File: src/rtl/sprite_pixel_reader.sv
// Sprite pixel read pipeline: picks the winning sprite, reads the sprite ROM,
// maps the palette index through a writable palette and emits the final RGB.
module sprite_pixel_reader #(
  parameter int unsigned ROM_LATENCY = 2,
  parameter int unsigned ROM_DEPTH   = 40000,
  parameter logic [3:0]  TRANSP_IDX  = 4'd0,
  parameter logic [23:0] ERR_RGB     = 24'hFF00FF
) (
  input  logic        Clk,
  input  logic        Reset,
  input  logic        pix_ce,
  input  logic        is_char,
  input  logic [15:0] char_addr,
  input  logic        is_rz,
  input  logic [15:0] rz_addr,
  input  logic [23:0] bg_rgb,
  output logic [15:0] rom_addr,
  output logic        rom_rd,
  input  logic [3:0]  rom_q,
  input  logic        pal_we,
  input  logic [3:0]  pal_idx,
  input  logic [23:0] pal_data,
  output logic [23:0] rgb_out,
  output logic        rgb_valid,
  output logic        addr_err,
  input  logic        err_clr
);

  // Handshake: pix_ce is a one-cycle strobe accepted every cycle (no ready);
  // rgb_valid is a one-cycle pulse per accepted strobe, in strobe order.

  typedef enum logic [1:0] {
    SRC_NONE = 2'd0,
    SRC_CHAR = 2'd1,
    SRC_RZ   = 2'd2,
    SRC_ERR  = 2'd3
  } src_t;

  src_t        w_sel_src;
  logic [15:0] w_sel_addr;
  logic        w_out_of_range;
  logic        w_err_set;
  logic [23:0] w_pix;

  logic        r_cap_v;
  src_t        r_cap_src;
  logic [15:0] r_cap_addr;
  logic [23:0] r_cap_bg;

  logic [15:0] r_rom_addr;
  logic        r_rom_rd;

  logic        r_d_v   [0:ROM_LATENCY];
  src_t        r_d_src [0:ROM_LATENCY];
  logic [23:0] r_d_bg  [0:ROM_LATENCY];

  logic [23:0] r_pal [0:15];
  logic [23:0] r_rgb;
  logic        r_rgb_valid;
  logic        r_addr_err;

  assign rom_addr  = r_rom_addr;
  assign rom_rd    = r_rom_rd;
  assign rgb_out   = r_rgb;
  assign rgb_valid = r_rgb_valid;
  assign addr_err  = r_addr_err;

  // Source selection and range check on the live request inputs.
  always_comb begin
    w_sel_src  = SRC_NONE;
    w_sel_addr = 16'd0;
    if (is_char) begin
      w_sel_src  = SRC_CHAR;
      w_sel_addr = char_addr;
    end else if (is_rz) begin
      w_sel_src  = SRC_RZ;
      w_sel_addr = rz_addr;
    end
    w_out_of_range = (w_sel_src != SRC_NONE) && ({16'd0, w_sel_addr} >= ROM_DEPTH);
    if (w_out_of_range) w_sel_src = SRC_ERR;
    w_err_set = pix_ce && w_out_of_range;
  end

  always_comb begin
    w_pix = r_d_bg[ROM_LATENCY];
    case (r_d_src[ROM_LATENCY])
      SRC_NONE: w_pix = r_d_bg[ROM_LATENCY];
      SRC_ERR:  w_pix = ERR_RGB;
      default:  w_pix = (rom_q == TRANSP_IDX) ? r_d_bg[ROM_LATENCY] : r_pal[rom_q];
    endcase
  end

  always_ff @(posedge Clk or posedge Reset) begin
    if (Reset) begin
      r_cap_v     <= 1'b0;
      r_cap_src   <= SRC_NONE;
      r_cap_addr  <= 16'd0;
      r_cap_bg    <= 24'd0;
      r_rom_addr  <= 16'd0;
      r_rom_rd    <= 1'b0;
      r_rgb       <= 24'd0;
      r_rgb_valid <= 1'b0;
      r_addr_err  <= 1'b0;
      for (int unsigned i = 0; i <= ROM_LATENCY; i++) begin
        r_d_v[i]   <= 1'b0;
        r_d_src[i] <= SRC_NONE;
        r_d_bg[i]  <= 24'd0;
      end
      for (int i = 0; i < 16; i++) r_pal[i] <= 24'd0;
    end else begin
      r_cap_v    <= pix_ce;
      r_cap_src  <= w_sel_src;
      r_cap_addr <= w_sel_addr;
      r_cap_bg   <= bg_rgb;

      // Only real sprite hits touch the ROM; the address bus idles at 0.
      if (r_cap_v && (r_cap_src == SRC_CHAR || r_cap_src == SRC_RZ)) begin
        r_rom_rd   <= 1'b1;
        r_rom_addr <= r_cap_addr;
      end else begin
        r_rom_rd   <= 1'b0;
        r_rom_addr <= 16'd0;
      end

      r_d_v[0]   <= r_cap_v;
      r_d_src[0] <= r_cap_src;
      r_d_bg[0]  <= r_cap_bg;
      for (int unsigned i = 1; i <= ROM_LATENCY; i++) begin
        r_d_v[i]   <= r_d_v[i-1];
        r_d_src[i] <= r_d_src[i-1];
        r_d_bg[i]  <= r_d_bg[i-1];
      end

      r_rgb_valid <= r_d_v[ROM_LATENCY];
      if (r_d_v[ROM_LATENCY]) r_rgb <= w_pix;

      // A same-cycle lookup of pal_idx sees the old entry.
      if (pal_we) r_pal[pal_idx] <= pal_data;

      if (w_err_set)    r_addr_err <= 1'b1;
      else if (err_clr) r_addr_err <= 1'b0;
    end
  end

endmodule

File: config.mk
export PLATFORM = sky130hd
export DESIGN_NAME = sprite_pixel_reader
export DESIGN_NICKNAME = d
export VERILOG_FILES = /design/src/rtl/sprite_pixel_reader.sv
export SDC_FILE = /design/constraint.sdc
export NUM_CORES = 1
export LEC_CHECK = 0
export BUFFER_PORTS_ARGS = -buffer_cell sky130_fd_sc_hd__clkbuf_2
export CORE_MARGIN = 2
export CORE_UTILIZATION = 30
export DETAILED_ROUTE_END_ITERATION = 12
export PLACE_DENSITY = 0.41
export SLEW_MARGIN = 20
export SYNTH_ARGS = -nofsm -noshare
export SYNTH_HDL_FRONTEND = slang
export SYNTH_SLANG_ARGS = --single-unit
File: constraint.sdc
create_clock -name Clk -period 31 [get_ports Clk]
set_input_delay 0 -clock Clk [delete_from_list [all_inputs] [get_ports Clk]]
set_output_delay 0 -clock Clk [all_outputs]
set_load 0.01 [all_outputs]
# ---- Yosys cells after proc, flatten, opt, wreduce, memory -nomap -nowiden
# Cells that the tools add are included.
# Widths: inputs -> output; s select.
dict set report word_totals {
  ff_bits 551
  latchBits 0
  ram_bits 0
  romBits 0
  inputBits 95
  output_inout_bits 43
  elab_cells 69
  memories 0
}
dict set report classes {
  n_addsub 0
  multipliers 0
  div_mod_pow 0
  n_lt_le_gt_ge 4
  n_eq_ne 3
  shifts 0
  n_mux 17
  bitwise 2
  n_reduce_logical 9
}
# cell count
set ops {}
lappend ops {{$bwmux 384} 1}
lappend ops {{$bmux 24 s4} 1}
lappend ops {{$demux 24 s4} 1}
lappend ops {{$mux 24} 4}
lappend ops {{$mux 16} 3}
lappend ops {{$pmux 24 s2} 1}
lappend ops {{$ge 16x16->1 const B} 1}
lappend ops {{$ge 5x5->1 const B} 2}
lappend ops {{$not 4->5} 2}
lappend ops {{$mux 2} 3}
lappend ops {{$lt 5x1->1 const B} 1}
lappend ops {{$eq 2x2->1 const B} 2}
lappend ops {{$logic_and 1x1->1} 4}
lappend ops {{$logic_not 4->1} 1}
lappend ops {{$reduce_bool 2->1} 2}
lappend ops {{$mux 1} 3}
lappend ops {{$eq 2x1->1 const B} 1}
lappend ops {{$logic_not 2->1} 1}
lappend ops {{$logic_or 1x1->1} 1}

# ---- Logic depth before layout (Yosys ltp)
# Gate-level depths: netlist (run 1).
dict set report depth {
  depth_word 6
  ltp_mapped 8
  ltp_nobuf 6
}

# ---- Worst setup path after synthesis (run 1)
# Ideal clock, no wire load.
dict set report synth_timing {
  kind {flip-flop to flip-flop}
  startpoint {reg r_d_src[0] (netlist name)}
  endpoint {reg r_rgb[23], in the netlist rgb_out[23]}
  setup_time_ns 0.090
  arrival_ns 1.603
  t_required_ns 30.910
  path_slack_ns 29.307
  path_stages_with_launch 8
  n_path_buf 2
  period_less_slack_ns 1.693
  path_cell_list {dfrtp_1 inv_1 ha_1 nor2b_1 buf_1 clkbuf_1 o211ai_1 o2111ai_1}
}
dict set report synth_between {
  elab_chain_len 2
  elab_cells_between_ends 3
  classes_between {eq/ne: 1; mux: 1; reduce/logical: 1}
}
# item line_no
set synth_lines {}
lappend synth_lines {{start: declaration} 54} ;# src_t r_d_src [0:ROM_LATENCY];
lappend synth_lines {{start signal: indexed assignment} 130} ;# r_d_src[i] <= r_d_src[i-1];
lappend synth_lines {{$eq 2x2->1 / $logic_not 2->1 (equally long branches)} 86} ;# case (r_d_src[ROM_LATENCY])
lappend synth_lines {{$pmux 24 s2 (*)} 86}
lappend synth_lines {{end signal: assignment} 135} ;# if (r_d_v[ROM_LATENCY]) r_rgb <= w_pix;
lappend synth_lines {{end: declaration} 58} ;# logic [23:0] r_rgb;
# Mark *: on every way between the ends. The rest lies on a longest branch, timed or not.
# A chain may end at the register's enable or synchronous reset.

# ---- Worst setup path after layout (run 1)
dict set report layout_timing {
  startpoint {in rom_q[0]}
  endpoint {reg r_rgb[21], in the netlist rgb_out[21]}
}
dict set report layout_between {
  elab_chain_len 6
  elab_cells_between_ends 7
  classes_between {mux: 5; bitwise: 1; reduce/logical: 1}
}
# item line_no
set layout_lines {}
lappend layout_lines {{start: declaration} 19} ;# input logic [3:0] rom_q,
lappend layout_lines {{$not 4->5 (not written as such)} 89} ;# default: w_pix = (rom_q == TRANSP_IDX) ? r_d_bg[ROM_LATENCY] : r_pal[rom_q];
lappend layout_lines {{$bmux 24 s4} 89}
lappend layout_lines {{$mux 24 (not written as such) (2 in a row)} 89}
lappend layout_lines {{$mux 24 (*)} 89}
lappend layout_lines {{$pmux 24 s2 (*)} 86}
# Mark *: on every way between the ends. The rest lies on a longest branch, timed or not. The select of a mux whose other input is x is not followed.

==> results.py, run 1 <==
metrics = {
    "job": {
        "drv_cap": 0,
    },
    "critical_path": {
        "critPathKind": "primary input to flip-flop",
        "crit_fanout": 42,
        "crit_required_ns": 31.50,
        "crit_slowest_cell": "buf_4",
        "cp-start-kind": "primary input",
        "rr_startpoint": "r_d_src[0]$_DFF_PP0_",
        "cp_cell_sequence": "dlygate4sd3_1, buf_4, buf_4, buf_4, mux4_2, a22o_1, nor4_1, a21oi_1",
        "cp.arrival_ns": 3.26,
        "rr_endpoint": "rgb_out[13]$_DFFE_PP0P_",
        "r2r_setup_slack_ns": 28.72,
        "max_stage_delay_ns": 0.70,
        "end_kind": "flip-flop",
        "ff2ff_path_depth": 6,
        "path_common_cell": "buf_4",
    },
    "pwr": {
        "vdd_drop_max_uv": 41.5,
        "powerDensity_nw_per_um2": 69.9,
        "power.total_w": 0.00188,
        "leakagePower_nw": 11.8,
    },
    "clock_network": {
        "cts_made_buffers": 58,
        "cts_hold_buf": 113,
        "clock_latency_ns": 0.63,
        "clk_pin_slew_worst_paths_ns": 0.06,
        "cts_resized": 0,
        "clock_sinks": 527,
        "htree_levels": 2,
        "clockBufferDepth": 3,
        "cts_setup_buffers": 0,
        "cts_tree": "built",
        "clockRootBuffer": "clkbuf_16",
    },
    "timing": {
        "worst_pin_slew_ns": 1.03,
        "hold_violations": 0,
        "finalCritPeriodShare_pct": 8.90,
        "fin_skew_ns": 0.0114,
        "setup_ws_ns": 28.24,
        "drv_slew": 0,
        "max_slew_margin_pct": 30.8,
        "finalSetupViolations": 0,
        "fin_tns_setup_ns": 0,
        "rsz0062_at_grt": "false",
        "fmax_mhz": 362,
        "worst_hold_slack_ns": 0.0362,
        "fin_crit_ns": 2.76,
    },
    "global_routing": {
        "grt_max_degree": 113,
        "grt_overflow": 0,
        "grt_util_all_layers_pct": 17.4,
        "grt_pass1_wl_um": 97800,
        "antenna_found_initial": 1,
        "grt_pass1_vias": 14900,
    },
    "logic_synthesis": {
        "synthesis.area_um2": 22100,
        "synth_ff_type": "dfrtp_1",
        "yosysSeqAreaShare_pct": 59.7,
        "synth_area_leaders": "dfrtp_1, mux2_2, mux2i_1, mux4_2, a21oi_1",
        "ys_types": 48,
        "yosys_warnings": 0,
        "synthCells": 1574,
        "synth_top_area_cell": "dfrtp_1",
        "yosys.area.top_type_share_pct": 59.7,
        "synth.net_count": 1671,
        "syn_area_per_cell_um2": 14.0,
        "synth_edf_count": 0,
        "synth-seq-cells": 527,
        "async_flop_share_pct": 100,
    },
    "hold_path": {
        "hold_path_class": "primary input to flip-flop",
        "min_to": "r_cap_bg[13]$_DFF_PP0_",
        "holdPathStages": 2,
        "hp-start": "bg_rgb[13]",
    },
    "floorplanning": {
        "dieArea_um2": 75800,
        "die_x_um": 275,
        "io_pins": 138,
        "initial_core_util_pct": 30.3,
        "rows": 99,
        "core_um2": 73000,
        "die_y_um": 275,
    },
    "place": {
        "place.gp.congestion": 0.735,
        "dp_cells": 2578,
        "dp_hpwl_um": 37300,
        "place_ws_ns": 28.12,
        "portBuffers": 137,
    },
    "cells_and_area": {
        "multi_input_area_um2": 8260,
        "drive_gt1_share_pct": 36.6,
        "antenna_cells": 0,
        "regArea_um2": 13200,
        "post_layout_nonfiller_instances": 2798,
        "area_growth_pct": 21.5,
        "fill_cells": 6994,
        "nNetsFinal": 1889,
    },
    "drt": {
        "firstDrtPassIters": 5,
        "drtAntennaViolNets": 0,
        "drt-initial-drc-count": 696,
        "drc_errors": 0,
        "routed_wl_um": 64600,
        "vias": 13900,
        "viasPerCell": 4.97,
        "wl_per_cell_um": 23.1,
    },
    "run_status": {
        "status": "finished, final reports clean",
    },
}
-- worst max-delay path: cells and delay by family --
family / cells / cell delay [ns]
buf+inv: 4 / 2.05
mux: 1 / 0.60
compound gates: 2 / 0.32
simple gates: 1 / 0.23
-- layout by cell type, fill, tap and decap left out, types with 9 or more instances in the layout --
master	n
nor2b_1	11
mux4_2	19
a21oi_1	54
nor2_4	9
a22o_1	18
a2bb2oi_1	10
o221ai_1	12
nor2_1	27
mux2i_1	109
nand3_1	14
clkbuf_8	14
nand3b_1	11
clkbuf_16	58
mux2_2	368
buf_4	36
dlygate4sd3_1	113
dfrtp_1	526
inv_1	33
o22ai_1	29
clkbuf_2	134
and3_1	16
a221oi_1	23
o21ai_0	26
nand2_1	25
clkinv_2	9
o211ai_1	16
clkbuf_1	17
-- flip-flops by register name, summed over array words and instances, names as in the netlist --
| name | count |
|---|---|
| addr_err | 1 |
| r_cap_addr | 16 |
| r_cap_bg | 24 |
| r_cap_src | 2 |
| r_cap_v | 1 |
| r_d_bg | 72 |
| r_d_src | 6 |
| r_d_v | 3 |
| r_pal | 360 |
| rgb_out | 24 |
| rgb_valid | 1 |
| rom_addr | 16 |
| rom_rd | 1 |
-- area by class of cell --
type / count / share of cell area [%]
clock inverter: 18 / 0.965
clock buffer: 89 / 6.37
timing repair buffer: 284 / 7.76
tap: 959 / 4.47
multi-input combinational: 887 / 30.8
sequential: 527 / 49.2
inverter: 34 / 0.504
-- layer usage --
| metal | global-route usage, % | vias to the layer above | share of wire (%) |
|---|---|---|---|
| li1 | - | 6196 | - |
| met1 | 23.8 | 7317 | 46 |
| met2 | 29.1 | 288 | 48 |
| met3 | 2.44 | 95 | 3.5 |
| met4 | 4.55 | 0 | 2.2 |
| met5 | 0 | - | 0 |
-- per-stage QoR --
stage                     cell area, um2  utilization, %
after global routing               26800            36.8
final                              26800            36.8
after floorplan                    22100               -
after CTS                          26800            36.8
after global placement             23700            32.5
after detailed placement           23700            32.5
-- power by group --
group / total, W / internal (W) / switching (W) / leakage, nW
logic: 0.000284 / 0.000156 / 0.000128 / 4.43
registers: 0.000881 / 0.000814 / 0.0000666 / 6.43
clock network: 0.000711 / 0.000421 / 0.000290 / 0.968
total: 0.00188 / 0.00139 / 0.000484 / 11.8
-- cell families after synthesis --
group,share of synthesized area [%]
adders and majority gates,0.113
DFF,59.7
buffers and inverters,3.30
muxes,25.7
and+or+nand+nor,3.57
xor gates and xnor gates,0.0397
AOI/OAI and AO/OA,7.52
-- worst max path at each step --
stage / from / end / slack [ns] / cells after the start
final: rom_q[0] / rgb_out[21]$_DFFE_PP0P_ / 28.24 / 8
after global routing: Reset / r_pal[143]$_DFFE_PP0P_ / 27.99 / 5
after CTS: rom_q[0] / rgb_out[21]$_DFFE_PP0P_ / 28.23 / 8
after detailed placement: rom_q[0] / rgb_out[21]$_DFFE_PP0P_ / 28.12 / 7
after global placement: rom_q[0] / rgb_out[21]$_DFFE_PP0P_ / 28.16 / 7
after floorplan: Reset / addr_err$_DFFE_PP0P_ / 16.27 / 1
-- synthesized netlist by cell type (2+ instances only) --
library cell  instances
dfrtp_1             527
a2111o_1              4
a221oi_1             23
o221ai_1             12
a2111oi_0             2
o22ai_1              29
and3_1               16
ha_1                  2
a2bb2oi_1            10
nor2b_1              14
buf_4                 5
o22a_1                7
buf_1                 5
nor3_1                8
mux2_1                2
o21ai_0              26
a32oi_1               2
mux4_2               19
buf_2                51
a22o_1               18
a21oi_1              54
clkbuf_1             59
nor2_1               36
or2_2                 2
a22oi_1               5
or3_1                 4
mux2_2              368
mux2i_1             109
nor4_1                7
nand3_1              14
a211oi_1              8
o221a_2               4
o211ai_1             16
a31oi_1               8
and2_1                2
nand2b_1              7
o2111ai_1             6
nand2_1              25
buf_6                 6
nand3b_1             11
inv_1                34
Note: power is estimated with default switching activity, not from simulation.
==> run 2, diff against run 1 <==
==> constraint.sdc (replaced) <==
create_clock -name Clk -period 2.65 [get_ports Clk]
set_input_delay 0 -clock Clk [delete_from_list [all_inputs] [get_ports Clk]]
set_output_delay 0 -clock Clk [all_outputs]
set_load 0.01 [all_outputs]
==> run 2 against run 1 <==
  * Clock power grew to 12 times the previous value
  * Die area did not move
  * Critical endpoint is now rgb_out[17]$_DFFE_PP0P_
  * Cell count up 0.96%
  * First-iteration DRC count down 22%
  * Via count rose by 1.5%
==> results.py, run 2 (synthesis gave the netlist of run 1 again) <==
metrics = {
    "place": {
        "dp_hpwl_um": 37900,
        "dp_cells": 2598,
        "place.gp.congestion": 0.738,
        "portBuffers": 137,
    },
    "floorplanning": {
        "dieArea_um2": 75800,
        "core_um2": 73000,
        "die_x_um": 275,
        "initial_core_util_pct": 30.3,
        "io_pins": 138,
        "die_y_um": 275,
        "rows": 99,
    },
    "critical_path": {
        "path_common_cell": "a21oi_1",
        "cp_cell_sequence": "inv_1, ha_1, buf_4, a21oi_1, nor2_1, a21oi_1, o211ai_1",
        "max_stage_delay_ns": 0.65,
        "crit_slowest_cell": "ha_1",
        "critPathKind": "flip-flop to flip-flop",
        "worst-path-buf-inv": 2,
        "cp.arrival_ns": 2.47,
        "crit_family": "adder cells",
        "end_kind": "flip-flop",
        "crit_fanout": 13,
        "crit_required_ns": 3.19,
        "cp-start-kind": "flip-flop",
        "r2r_setup_slack_ns": 0.72,
    },
    "pwr": {
        "power.total_w": 0.0219,
        "vdd_drop_max_uv": 579,
        "powerDensity_nw_per_um2": 805,
        "leakagePower_nw": 12.0,
    },
    "timing": {
        "worst_pin_slew_ns": 0.825,
        "fin_tns_setup_ns": 0,
        "finalSetupViolations": 0,
        "rsz0062_at_grt": "false",
        "finalCritPeriodShare_pct": 73.0,
        "fin_crit_ns": 1.93,
        "drv_slew": 0,
        "fin_skew_ns": 0.0181,
        "max_slew_margin_pct": 45.0,
        "fmax_mhz": 517,
        "hold_violations": 0,
    },
    "drt": {
        "drtAntennaViolNets": 0,
        "drt-initial-drc-count": 541,
        "firstDrtPassIters": 5,
        "drc_errors": 0,
        "wl_per_cell_um": 22.9,
        "vias": 14100,
        "routed_wl_um": 64700,
        "viasPerCell": 4.99,
    },
    "clock_network": {
        "clk_pin_slew_worst_paths_ns": 0.06,
        "cts_resized": 0,
        "clockBufferDepth": 3,
        "cts_made_buffers": 60,
        "htree_levels": 2,
        "cts_setup_buffers": 0,
        "clock_sinks": 527,
        "clockRootBuffer": "clkbuf_16",
        "cts_tree": "built",
        "clock_latency_ns": 0.63,
    },
    "cells_and_area": {
        "nNetsFinal": 1918,
        "area_growth_pct": 23.2,
        "final_cell_mix": "dfrtp_1, mux2_2, clkbuf_2, dlygate4sd3_1, mux2i_1",
        "antenna_cells": 0,
        "fill_cells": 6980,
        "final_common_cell": "dfrtp_1",
        "regArea_um2": 13200,
        "top_regs": "r_pal x360, r_d_bg x72",
        "multi_input_area_um2": 8260,
        "top_register": "r_pal",
        "drive_gt1_share_pct": 37.4,
        "post_layout_nonfiller_instances": 2825,
        "largest_register_ffs": 360,
    },
    "global_routing": {
        "grt_pass1_wl_um": 97700,
        "grt_pass1_vias": 15000,
        "grt_util_all_layers_pct": 17.3,
        "grt_max_degree": 109,
        "antenna_found_initial": 2,
        "grt_overflow": 0,
    },
    "hold_path": {
        "hold_path_class": "primary input to flip-flop",
    },
    "job": {
        "drv_cap": 0,
    },
    "run_status": {
        "status": "finished, final reports clean",
    },
}
## run 2: cell count changes in the layout (fill, tap and decap cells not counted), moves of 3 or more
cell	previous run	this run
dlygate4sd3_1	113	120
bufinv_16	5	2
clkbuf_8	14	18
clkbuf_1	17	12
buf_12	0	13
buf_4	36	43
## run 2: metal layers
layer  part of all wire, %  vias to the layer above  global-route usage, %
li1                      -                     6259                      -
met1                    45                     7464                   23.2
met2                    49                      289                   29.2
met3                   3.7                       96                   2.69
met4                   2.3                        0                   4.82
met5                     0                        -                      0
## run 2: per-stage QoR
| step | hold slack [ns] | util (%) | area [um2] | worst slack, ns |
|---|---|---|---|---|
| after floorplan | 0.0314 | - | 22100 | -4.51 |
| final | 0.0479 | 37.3 | 27200 | 0.716 |
| after CTS | 0.00479 | 37.3 | 27200 | 0.712 |
| after global routing | 0.0407 | 37.3 | 27200 | 0.597 |
| after global placement | 0.0657 | 33.0 | 24000 | 0.658 |
| after detailed placement | 0.0718 | 33.0 | 24000 | 0.666 |
## run 2: where the power goes
group	internal, W	leakage [nW]	switching (W)
clock network	0.00484	0.980	0.00335
registers	0.00953	6.43	0.000780
logic	0.00188	4.61	0.00152
## run 2: layout make-up
type / instances / share of cell area (%)
Tap cell: 959 / 4.41
Clock inverter: 17 / 0.621
Inverter: 34 / 0.483
Timing Repair Buffer: 311 / 9.07
Multi-Input combinational cell: 887 / 30.3
Sequential cell: 527 / 48.5
Clock buffer: 90 / 6.60
## run 2: repair_timing
| action | in CTS | in global routing |
|---|---|---|
| endpoints found under the hold margin | 746 | 0 |
| hold buffers | 120 | 0 |
| setup endpoints to repair | 0 | 0 |
## run 2: path summary, 6_finish.rpt
kind                                      startpoint                      end  cells past startpoint
worst max-delay path            r_d_src[0]$_DFF_PP0_  rgb_out[17]$_DFFE_PP0P_                      7
worst min-delay path                       bg_rgb[0]    r_cap_bg[0]$_DFF_PP0_                      2
max in group asynchronous                      Reset   r_pal[172]$_DFFE_PP0P_                      6
worst min register to register  r_d_bg[38]$_DFF_PP0_     r_d_bg[14]$_DFF_PP0_                      0
worst max register to register  r_d_src[0]$_DFF_PP0_  rgb_out[17]$_DFFE_PP0P_                      7
min in group asynchronous                      Reset   r_cap_bg[21]$_DFF_PP0_                      4
